### config.mk
export PLATFORM = sky130hd
export DESIGN_NAME = branch_resolve_ctrl_flat
export DESIGN_NICKNAME = d
export VERILOG_FILES = /design/src/rtl/branch_resolve_ctrl_if.sv /design/src/rtl/branch_resolve_ctrl.sv /design/src/flat_wrapper.sv
export SDC_FILE = /design/constraint.sdc
export NUM_CORES = 1
export LEC_CHECK = 0
export ABC_AREA = 1
export CORE_MARGIN = 2
export CORE_UTILIZATION = 49
export CTS_BUF_LIST = sky130_fd_sc_hd__clkbuf_16
export DETAILED_ROUTE_END_ITERATION = 16
export PLACE_DENSITY = 0.75
export SYNTH_ARGS = -nofsm -noshare
export SYNTH_HDL_FRONTEND = slang
export SYNTH_SLANG_ARGS = --single-unit
export TNS_END_PERCENT = 50
### constraint.sdc
create_clock -name i_clk -period 4.2 [get_ports i_clk]
set_clock_uncertainty 0.2 [all_clocks]
set_input_delay 0.84 -clock i_clk [delete_from_list [all_inputs] [get_ports i_clk]]
set_output_delay 0.84 -clock i_clk [all_outputs]
set_load 0.02 [all_outputs]
### src/rtl/branch_resolve_ctrl_if.sv
// Issue / resolve / redirect signal bundle between the branch resolve controller and its neighbours.
// The slave modport is the controller's view; the master modport drives it.
interface branch_resolve_ctrl_if #(
  parameter int unsigned DEPTH = 4
);
  localparam int unsigned CW = $clog2(DEPTH) + 1;

  logic          i_issue_valid;
  logic          o_issue_ready;
  logic [31:0]   i_issue_pc;
  logic          i_pred_taken;
  logic [31:0]   i_pred_pc;
  logic          i_res_valid;
  logic          i_res_taken;
  logic [31:0]   i_res_dest_pc;
  logic          i_res_misalign;
  logic          o_redirect_valid;
  logic [31:0]   o_redirect_pc;
  logic          i_redirect_ack;
  logic          o_except_valid;
  logic [31:0]   o_except_pc;
  logic          o_flush;
  logic [CW-1:0] o_count;
  logic          o_err;

  modport slave (
    input  i_issue_valid, i_issue_pc, i_pred_taken, i_pred_pc,
    input  i_res_valid, i_res_taken, i_res_dest_pc, i_res_misalign,
    input  i_redirect_ack,
    output o_issue_ready, o_redirect_valid, o_redirect_pc,
    output o_except_valid, o_except_pc, o_flush, o_count, o_err
  );

  modport master (
    output i_issue_valid, i_issue_pc, i_pred_taken, i_pred_pc,
    output i_res_valid, i_res_taken, i_res_dest_pc, i_res_misalign,
    output i_redirect_ack,
    input  o_issue_ready, o_redirect_valid, o_redirect_pc,
    input  o_except_valid, o_except_pc, o_flush, o_count, o_err
  );
endinterface

### src/rtl/branch_resolve_ctrl.sv
// In-order branch resolution: queues predicted branches, checks each result against the oldest
// entry and sequences fetch redirect / misalign exception followed by a timed pipeline flush.
module branch_resolve_ctrl #(
  parameter int unsigned DEPTH        = 4,
  parameter int unsigned FLUSH_CYCLES = 2
) (
  input logic                  i_clk,
  input logic                  i_rst,
  branch_resolve_ctrl_if.slave bus
);
  localparam int unsigned PW  = $clog2(DEPTH);
  localparam int unsigned CW  = PW + 1;
  localparam int unsigned FCW = $clog2(FLUSH_CYCLES) + 1;

  localparam logic [1:0] ST_IDLE     = 2'd0;
  localparam logic [1:0] ST_REDIRECT = 2'd1;
  localparam logic [1:0] ST_FLUSH    = 2'd2;

  typedef struct packed {
    logic [31:0] issue_pc;
    logic        pred_taken;
    logic [31:0] pred_pc;
  } entry_t;

  entry_t          mem [DEPTH];

  logic [1:0]      state_q, state_d;
  logic [PW-1:0]   rd_ptr_q, rd_ptr_d;
  logic [PW-1:0]   wr_ptr_q, wr_ptr_d;
  logic [CW-1:0]   count_q, count_d;
  logic [FCW-1:0]  flush_cnt_q, flush_cnt_d;
  logic            redirect_valid_q, redirect_valid_d;
  logic [31:0]     redirect_pc_q, redirect_pc_d;
  logic            except_valid_q, except_valid_d;
  logic [31:0]     except_pc_q, except_pc_d;
  logic            flush_q, flush_d;
  logic            err_q, err_d;

  logic            issue_ready_c;
  logic            push;
  logic            do_pop;
  logic            do_clear;
  logic            mispredict;
  entry_t          head;
  entry_t          new_entry;

  assign issue_ready_c = (state_q == ST_IDLE) && (count_q < CW'(DEPTH));
  assign push          = bus.i_issue_valid & issue_ready_c;
  assign head          = mem[rd_ptr_q];
  assign mispredict    = (bus.i_res_taken != head.pred_taken) |
                         (bus.i_res_taken & (bus.i_res_dest_pc != head.pred_pc));

  assign new_entry.issue_pc   = bus.i_issue_pc;
  assign new_entry.pred_taken = bus.i_pred_taken;
  assign new_entry.pred_pc    = bus.i_pred_pc;

  // Next-state, queue bookkeeping and output next-values.
  always_comb begin
    state_d          = state_q;
    rd_ptr_d         = rd_ptr_q;
    wr_ptr_d         = wr_ptr_q;
    count_d          = count_q;
    flush_cnt_d      = flush_cnt_q;
    redirect_valid_d = redirect_valid_q;
    redirect_pc_d    = redirect_pc_q;
    except_valid_d   = 1'b0;
    except_pc_d      = except_pc_q;
    err_d            = err_q;
    do_pop           = 1'b0;
    do_clear         = 1'b0;

    case (state_q)
      ST_IDLE: begin
        if (bus.i_res_valid) begin
          if (count_q == '0) begin
            err_d = 1'b1;
          end else if (bus.i_res_misalign) begin
            except_valid_d = 1'b1;
            except_pc_d    = head.issue_pc;
            do_clear       = 1'b1;
            flush_cnt_d    = FCW'(FLUSH_CYCLES - 1);
            state_d        = ST_FLUSH;
          end else if (mispredict) begin
            redirect_valid_d = 1'b1;
            redirect_pc_d    = bus.i_res_dest_pc;
            do_clear         = 1'b1;
            state_d          = ST_REDIRECT;
          end else begin
            do_pop = 1'b1;
          end
        end
      end
      ST_REDIRECT: begin
        if (bus.i_redirect_ack) begin
          redirect_valid_d = 1'b0;
          flush_cnt_d      = FCW'(FLUSH_CYCLES - 1);
          state_d          = ST_FLUSH;
        end
      end
      ST_FLUSH: begin
        if (flush_cnt_q == '0) begin
          state_d = ST_IDLE;
        end else begin
          flush_cnt_d = flush_cnt_q - FCW'(1);
        end
      end
      default: begin
        state_d = ST_IDLE;
      end
    endcase

    // A clear also discards any branch pushed in the same cycle.
    if (do_clear) begin
      rd_ptr_d = '0;
      wr_ptr_d = '0;
      count_d  = '0;
    end else begin
      if (push) begin
        wr_ptr_d = wr_ptr_q + PW'(1);
      end
      if (do_pop) begin
        rd_ptr_d = rd_ptr_q + PW'(1);
      end
      count_d = count_q + CW'(push) - CW'(do_pop);
    end

    flush_d = (state_d != ST_IDLE);
  end

  always_ff @(posedge i_clk) begin
    if (i_rst) begin
      state_q          <= ST_IDLE;
      rd_ptr_q         <= '0;
      wr_ptr_q         <= '0;
      count_q          <= '0;
      flush_cnt_q      <= '0;
      redirect_valid_q <= 1'b0;
      redirect_pc_q    <= 32'h0;
      except_valid_q   <= 1'b0;
      except_pc_q      <= 32'h0;
      flush_q          <= 1'b0;
      err_q            <= 1'b0;
    end else begin
      state_q          <= state_d;
      rd_ptr_q         <= rd_ptr_d;
      wr_ptr_q         <= wr_ptr_d;
      count_q          <= count_d;
      flush_cnt_q      <= flush_cnt_d;
      redirect_valid_q <= redirect_valid_d;
      redirect_pc_q    <= redirect_pc_d;
      except_valid_q   <= except_valid_d;
      except_pc_q      <= except_pc_d;
      flush_q          <= flush_d;
      err_q            <= err_d;
    end
  end

  // Entry storage carries no reset; validity is tracked by the pointers and count.
  always_ff @(posedge i_clk) begin
    if (push) begin
      mem[wr_ptr_q] <= new_entry;
    end
  end

  assign bus.o_issue_ready    = issue_ready_c;
  assign bus.o_redirect_valid = redirect_valid_q;
  assign bus.o_redirect_pc    = redirect_pc_q;
  assign bus.o_except_valid   = except_valid_q;
  assign bus.o_except_pc      = except_pc_q;
  assign bus.o_flush          = flush_q;
  assign bus.o_count          = count_q;
  assign bus.o_err            = err_q;
endmodule

### src/flat_wrapper.sv
// flat-port wrapper written by rule: the top's interface ports become plain ports
module branch_resolve_ctrl_flat 
#(
  parameter int unsigned DEPTH        = 4,
  parameter int unsigned FLUSH_CYCLES = 2
)
  (i_clk, i_rst, bus_i_issue_valid, bus_i_issue_pc, bus_i_pred_taken, bus_i_pred_pc, bus_i_res_valid, bus_i_res_taken, bus_i_res_dest_pc, bus_i_res_misalign, bus_i_redirect_ack, bus_o_issue_ready, bus_o_redirect_valid, bus_o_redirect_pc, bus_o_except_valid, bus_o_except_pc, bus_o_flush, bus_o_count, bus_o_err);
  branch_resolve_ctrl_if #(.DEPTH(DEPTH)) bus_i ();
  input logic i_clk;
  input logic i_rst;
  input wire logic [$bits(bus_i.i_issue_valid)-1:0] bus_i_issue_valid;
  input wire logic [$bits(bus_i.i_issue_pc)-1:0] bus_i_issue_pc;
  input wire logic [$bits(bus_i.i_pred_taken)-1:0] bus_i_pred_taken;
  input wire logic [$bits(bus_i.i_pred_pc)-1:0] bus_i_pred_pc;
  input wire logic [$bits(bus_i.i_res_valid)-1:0] bus_i_res_valid;
  input wire logic [$bits(bus_i.i_res_taken)-1:0] bus_i_res_taken;
  input wire logic [$bits(bus_i.i_res_dest_pc)-1:0] bus_i_res_dest_pc;
  input wire logic [$bits(bus_i.i_res_misalign)-1:0] bus_i_res_misalign;
  input wire logic [$bits(bus_i.i_redirect_ack)-1:0] bus_i_redirect_ack;
  output wire logic [$bits(bus_i.o_issue_ready)-1:0] bus_o_issue_ready;
  output wire logic [$bits(bus_i.o_redirect_valid)-1:0] bus_o_redirect_valid;
  output wire logic [$bits(bus_i.o_redirect_pc)-1:0] bus_o_redirect_pc;
  output wire logic [$bits(bus_i.o_except_valid)-1:0] bus_o_except_valid;
  output wire logic [$bits(bus_i.o_except_pc)-1:0] bus_o_except_pc;
  output wire logic [$bits(bus_i.o_flush)-1:0] bus_o_flush;
  output wire logic [$bits(bus_i.o_count)-1:0] bus_o_count;
  output wire logic [$bits(bus_i.o_err)-1:0] bus_o_err;
  assign bus_i.i_issue_valid = bus_i_issue_valid;
  assign bus_i.i_issue_pc = bus_i_issue_pc;
  assign bus_i.i_pred_taken = bus_i_pred_taken;
  assign bus_i.i_pred_pc = bus_i_pred_pc;
  assign bus_i.i_res_valid = bus_i_res_valid;
  assign bus_i.i_res_taken = bus_i_res_taken;
  assign bus_i.i_res_dest_pc = bus_i_res_dest_pc;
  assign bus_i.i_res_misalign = bus_i_res_misalign;
  assign bus_i.i_redirect_ack = bus_i_redirect_ack;
  assign bus_o_issue_ready = bus_i.o_issue_ready;
  assign bus_o_redirect_valid = bus_i.o_redirect_valid;
  assign bus_o_redirect_pc = bus_i.o_redirect_pc;
  assign bus_o_except_valid = bus_i.o_except_valid;
  assign bus_o_except_pc = bus_i.o_except_pc;
  assign bus_o_flush = bus_i.o_flush;
  assign bus_o_count = bus_i.o_count;
  assign bus_o_err = bus_i.o_err;
  branch_resolve_ctrl #(.DEPTH(DEPTH), .FLUSH_CYCLES(FLUSH_CYCLES)) u_core (.i_clk(i_clk), .i_rst(i_rst), .bus(bus_i));
endmodule
## Word level (Yosys, flattened, before mapping)

Memory sizes are Yosys's and may differ from the RTL's. A register that Yosys moved wholly into a read port is not among the register bits.
Cells that the tools add are included.
W data, S select, Z words.

| cells by class | value |
|---|---|
| muxes and demuxes | 34 |
| add/subtract/negate cells | 5 |
| bitwise operators | 7 |
| div/mod/pow operators | 0 |
| shifts and indexed selects | 0 |
| $lt $le $gt $ge | 1 |
| reduce and logical (&&, ||, !) cells | 14 |
| eq/ne operators | 11 |
| multipliers | 0 |

Operators by type and width:

| operator | number |
|---|---|
| $ne A32 B32 Y1 | 1 |
| $mux W2 | 13 |
| $mux W1 | 18 |
| $ne A2 B2 Y1 const B | 6 |
| $pmux W2 S3 | 2 |
| $reduce_and A6 Y1 | 2 |
| $reduce_and A5 Y1 | 1 |
| $add A2 B1 Y2 const B | 2 |
| $logic_not A2 Y1 | 2 |
| $not A1 Y1 | 4 |
| $reduce_and A4 Y1 | 1 |
| $reduce_bool A2 Y1 | 2 |
| $reduce_or A4 Y1 | 1 |
| $add A3 B1 Y3 | 1 |
| $logic_not A3 Y1 | 1 |
| $lt A3 B3 Y1 const B | 1 |
| $reduce_and A3 Y1 | 1 |
| $reduce_bool A3 Y1 | 1 |
| $sub A3 B1 Y3 | 1 |
| $and A1 B1 Y1 | 2 |
| $eq A2 B1 Y1 const B | 1 |
| $eq A2 B2 Y1 const B | 1 |
| $ne A2 B1 Y1 const B | 1 |
| $pmux W1 S2 | 1 |
| other kinds (5) | 5 |

| word-level totals | value |
|---|---|
| output and inout bits | 72 |
| bits in read-only memories | 0 |
| bits in latches | 0 |
| RAM bits | 260 |
| input bits | 104 |
| logic and storage cells | 84 |
| memories kept | 1 |
| register bits after elaboration | 79 |

Memories:

| name | words | bits a word | rd ports | clocked after Yosys merged registers in | wr ports | line | source |
|---|---|---|---|---|---|---|---|
| u_core.mem | 4 | 65 | 1 | 1 | 1 | branch_resolve_ctrl.sv:25 | `entry_t mem [DEPTH];` |

## Longest topological paths before layout

| depth | value |
|---|---|
| word-level depth | 10 |
| gate-level depth with buffers | 23 |
| gate-level depth less buffers | 21 |

## Least setup slack after synthesis

No wires, ideal clock.

| timing | value |
|---|---|
| path type | register -> register |
| start point | register u_core.state_q[1] |
| end point | memory u_core.mem[0][0] in the netlist's numbering, enable pin |
| stages on the path, launching flop included | 6 |
| buffers on the path | 0 |
| data required time | 3.511 ns |
| slack | -0.365 ns |
| arrival time | 3.877 ns |
| clock period less this slack | 4.565 ns |
| setup time | 0.489 ns |
| path through | dfxtp_1 nor2_1 inv_1 nor2_1 nand2_1 nor2_1 |

| on the way | value |
|---|---|
| cells in the longest elaborated chain, start to end | 5 |

Ends and longest elaborated chain:

| element | line | source |
|---|---|---|
| start, declared | branch_resolve_ctrl.sv:27 | `logic [1:0] state_q, state_d;` |
| start signal, assigned | branch_resolve_ctrl.sv:144 | `state_q <= state_d;` |
| $logic_not A2 Y1 | branch_resolve_ctrl.sv:47 | `assign issue_ready_c = (state_q == ST_IDLE) && (count_q < CW'(DEPTH));` |
| $logic_and A1 B1 Y1 | branch_resolve_ctrl.sv:47 |  |
| net bus_o_issue_ready | flat_wrapper.sv:20 | `output wire logic [$bits(bus_i.o_issue_ready)-1:0] bus_o_issue_ready;` |
| $and A1 B1 Y1 | branch_resolve_ctrl.sv:48 | `assign push = bus.i_issue_valid & issue_ready_c;` |
| $mux W1 | branch_resolve_ctrl.sv:160 | `if (push) begin` |
| $mux W1 (not written as such) | branch_resolve_ctrl.sv:161 | `mem[wr_ptr_q] <= new_entry;` |
| end, declared | branch_resolve_ctrl.sv:25 |  |

The timed path passes the listed nets, and every way through them passes these cells.

==> metrics.csv <==
stage,metric,value,unit
sta,fmax,279.8,MHz
sta,whs,257.9,ps
sta,grt_setup_unrepaired,no,
global_routing,first_global_vias,8856,
layout,final_core_util,61.23,%
setup_path,critPathBufInv,3,
layout,final_cell_mix,"edfxtp_1 (260), nand2_1 (248), clkdlybuf4s50_1 (175)",
setup_path,critPathCaptureType,register,
setup_path,slowest_delay,630,ps
layout,layout_commonest_cell,edfxtp_1,
detailed_routing,detail_route.vias_per_cell,5.477,
synthesis,yosysWarningCount,0,
power_and_ir_drop,power_frac_clock,31.2,%
cts,holdBufCountCts,0,
power_and_ir_drop,switching_share,27.81,%
detailed_routing,first_pass_iters,5,
min_path,hold_path.class,reg -> reg,
floorplan,rows,60,
run,maxCapViolations,0,
placed_design,place_ws,467.7,ps
sta,hold_viol,0,
cts,cts_resized,0,
power_and_ir_drop,p_seq_share,49.3,%
detailed_routing,drt_iter0_markers,943,
setup_path,worstPathMaxFanout,65,
setup_path,critPathSlowestCell,buf_4,
floorplan,initial_core_util,49.46,%
cts,cts_sinks,341,
synthesis,synth_nets,1238,
sta,tns,0,ps
power_and_ir_drop,p_switching,0.002478,W
cts,cts-root-buf,clkbuf_16,
floorplan,die-area,28300,sq um
global_routing,grt_pass1_wl,47690,um
detailed_routing,wl_per_cell,18.44,um
sta,worst_slack,626.1,ps
power_and_ir_drop,power.total,0.008909,W
cts,cts_buffers,35,
outcome,status,finished clean,
power_and_ir_drop,ir_worst_vdd,0.3682,mV
sta,drv_slew,0,
global_routing,grt_max_degree,131,
global_routing,overflow,0,
cts,cts.path.max_buffers,3,
detailed_routing,final_antenna_net_count,0,
power_and_ir_drop,p_leak,5.883,nW
cts,path_clk_slew,60,ps
sta,fin_crit,3574,ps
setup_path,path_delay_family,simple AND/OR/NAND/NOR gates,
power_and_ir_drop,internal_power,0.006431,W
layout,area_growth,23.81,%
power_and_ir_drop,power_density,544.4,nW/um^2
synthesis,avgSynthCellArea,11.74,sq um
sta,worst_slew_pin_slew,783.2,ps
synthesis,netlist-cell-type-count,29,
setup_path,worst_setup_path_start_kind,register,
placed_design,io_buffer_count,175,
sta,slew_headroom,47.78,%
synthesis,syn-cell-area,13220,sq um
cts,htree_levels,2,
floorplan,die_y,168.2,um
placed_design,dp_hpwl,18000,um
synthesis,yosysSeqAreaShare,71.34,%
synthesis,postSynthCellCount,1126,
cts,cts_setup_buffers,0,
placed_design,gp_congestion,0.7676,
setup_path,critPathKind,reg -> reg,
setup_path,cp_cell_sequence,buf_4 -> nand3_1 -> nand3b_1 -> nand4_1 -> nor2_1 -> nand2_1 -> nor2_1 -> nand3_2 -> nand2_1 -> nand2_1 -> inv_1 -> ha_1 -> inv_1 -> ha_1 -> fa_1 -> xnor2_1 -> nor2_1,
sta,setup_viol,0,
setup_path,cp.required,4380,ps
setup_path,worstPathArrival,3760,ps
layout,drive_above_1_share,5.619,%
detailed_routing,totalWireLength,30610,um
global_routing,grt_use_total,21.38,%
detailed_routing,vias,9091,
layout,fin_nets,1402,
floorplan,coreArea,26730,sq um
cts,tritoncts,built,
floorplan,num_io_pins,176,
cts,clk_latency,520,ps
synthesis,ys_ff_latch,341,
sta,final.period_utilization,85.09,%
power_and_ir_drop,combPwrFrac,19.5,%
floorplan,die_x,168.2,um
global_routing,antenna_found_initial,2,
detailed_routing,drc,0,
==> worst min-delay path, delay by kind of cell (launching register included) <==
kind	cells	cell delay (ps)
AND/OR/NAND/NOR	1	60
flip-flops	1	310
AO/OA/AOI/OAI	1	50
==> metal layers <==
layer	global-route usage, %	part of all wire [%]
met5	0	0.098
met4	6.072	2.1
met3	4.819	7.4
met2	34.73	47
met1	29.16	44
==> final cells by class <==
class                   instances  area (sq um)
flip-flops and latches        341          9434
well taps                     341         426.7
inverters                      38         145.1
multi-input cells             681          3363
diodes                          2         5.005
clock buffers                  36         900.9
repair buffers                193          1962
fillers                      2092         10360
clock inverters                28         127.6
==> worst paths after layout <==
path | from | slack [ps] | cells past startpoint | end
worst max-delay path | register | 630 | 17 | u_core.bus.o_count[2]
worst min-delay path | u_core.bus.o_redirect_pc[31] | 260 | 2 | u_core.bus.o_redirect_pc[31]
worst max register to register | register | 630 | 17 | u_core.bus.o_count[2]
worst min register to register | u_core.bus.o_redirect_pc[31] | 260 | 2 | u_core.bus.o_redirect_pc[31]
==> registers in the layout, summed over array words and instances, names as in the netlist, named ones only <==
name                         cells
u_core.bus.o_except_valid        1
u_core.bus.o_except_pc          32
u_core.wr_ptr_q                  2
u_core.flush_cnt_q               2
u_core.state_q                   2
u_core.bus.o_redirect_valid      1
u_core.mem                     260
u_core.rd_ptr_q                  2
u_core.bus.o_redirect_pc        32
u_core.bus.o_err                 1
u_core.bus.o_count               3
u_core.bus.o_flush               1
==> power by group through the flow <==
stage,combinational (W),clock [W],sequential [W]
CTS,0.00175,0.00282,0.00440
global placement,0.00171,0,0.00444
detailed placement,0.00174,0,0.00446
global route,0.00192,0.00296,0.00444
floorplan,0.000885,0,0.00460
finish,0.00174,0.00278,0.00439
==> cell usage after synthesis (all sizes together) <==
library cell	number	area share, %
a211oi	1	0.057
a21o	1	0.057
a21oi	41	1.6
a22o	31	2.1
a31oi	3	0.14
buf	29	1.4
clkbuf	37	1.1
dfxtp	81	12
edfxtp	260	59
fa	1	0.15
ha	7	0.66
inv	38	1.1
nand2	248	7.0
nand3	84	3.3
nand3b	8	0.45
nand4	34	1.6
nor2	100	2.8
nor3	2	0.076
o21ai	78	3.0
o22ai	31	1.5
xnor2	6	0.40
xor2	5	0.33
==> cells by family after synthesis <==
logic type / synth area share (%)
AO/OA/AOI/OAI: 8.283
XOR/XNOR: 0.7289
adder cells (fa/ha/maj): 0.8141
buffers and inverters: 3.502
flip-flops: 71.34
AND/OR/NAND/NOR: 15.34
==> per-stage QoR <==
step           area, sq um  instances
2_1_floorplan        13220       1126
3_3_place_gp         15330       1594
3_5_place_dp         15330       1594
4_1_cts              16360       1658
5_1_grt              16360       1658
6_report             16360       1660
(Power assumes the default switching activity.)
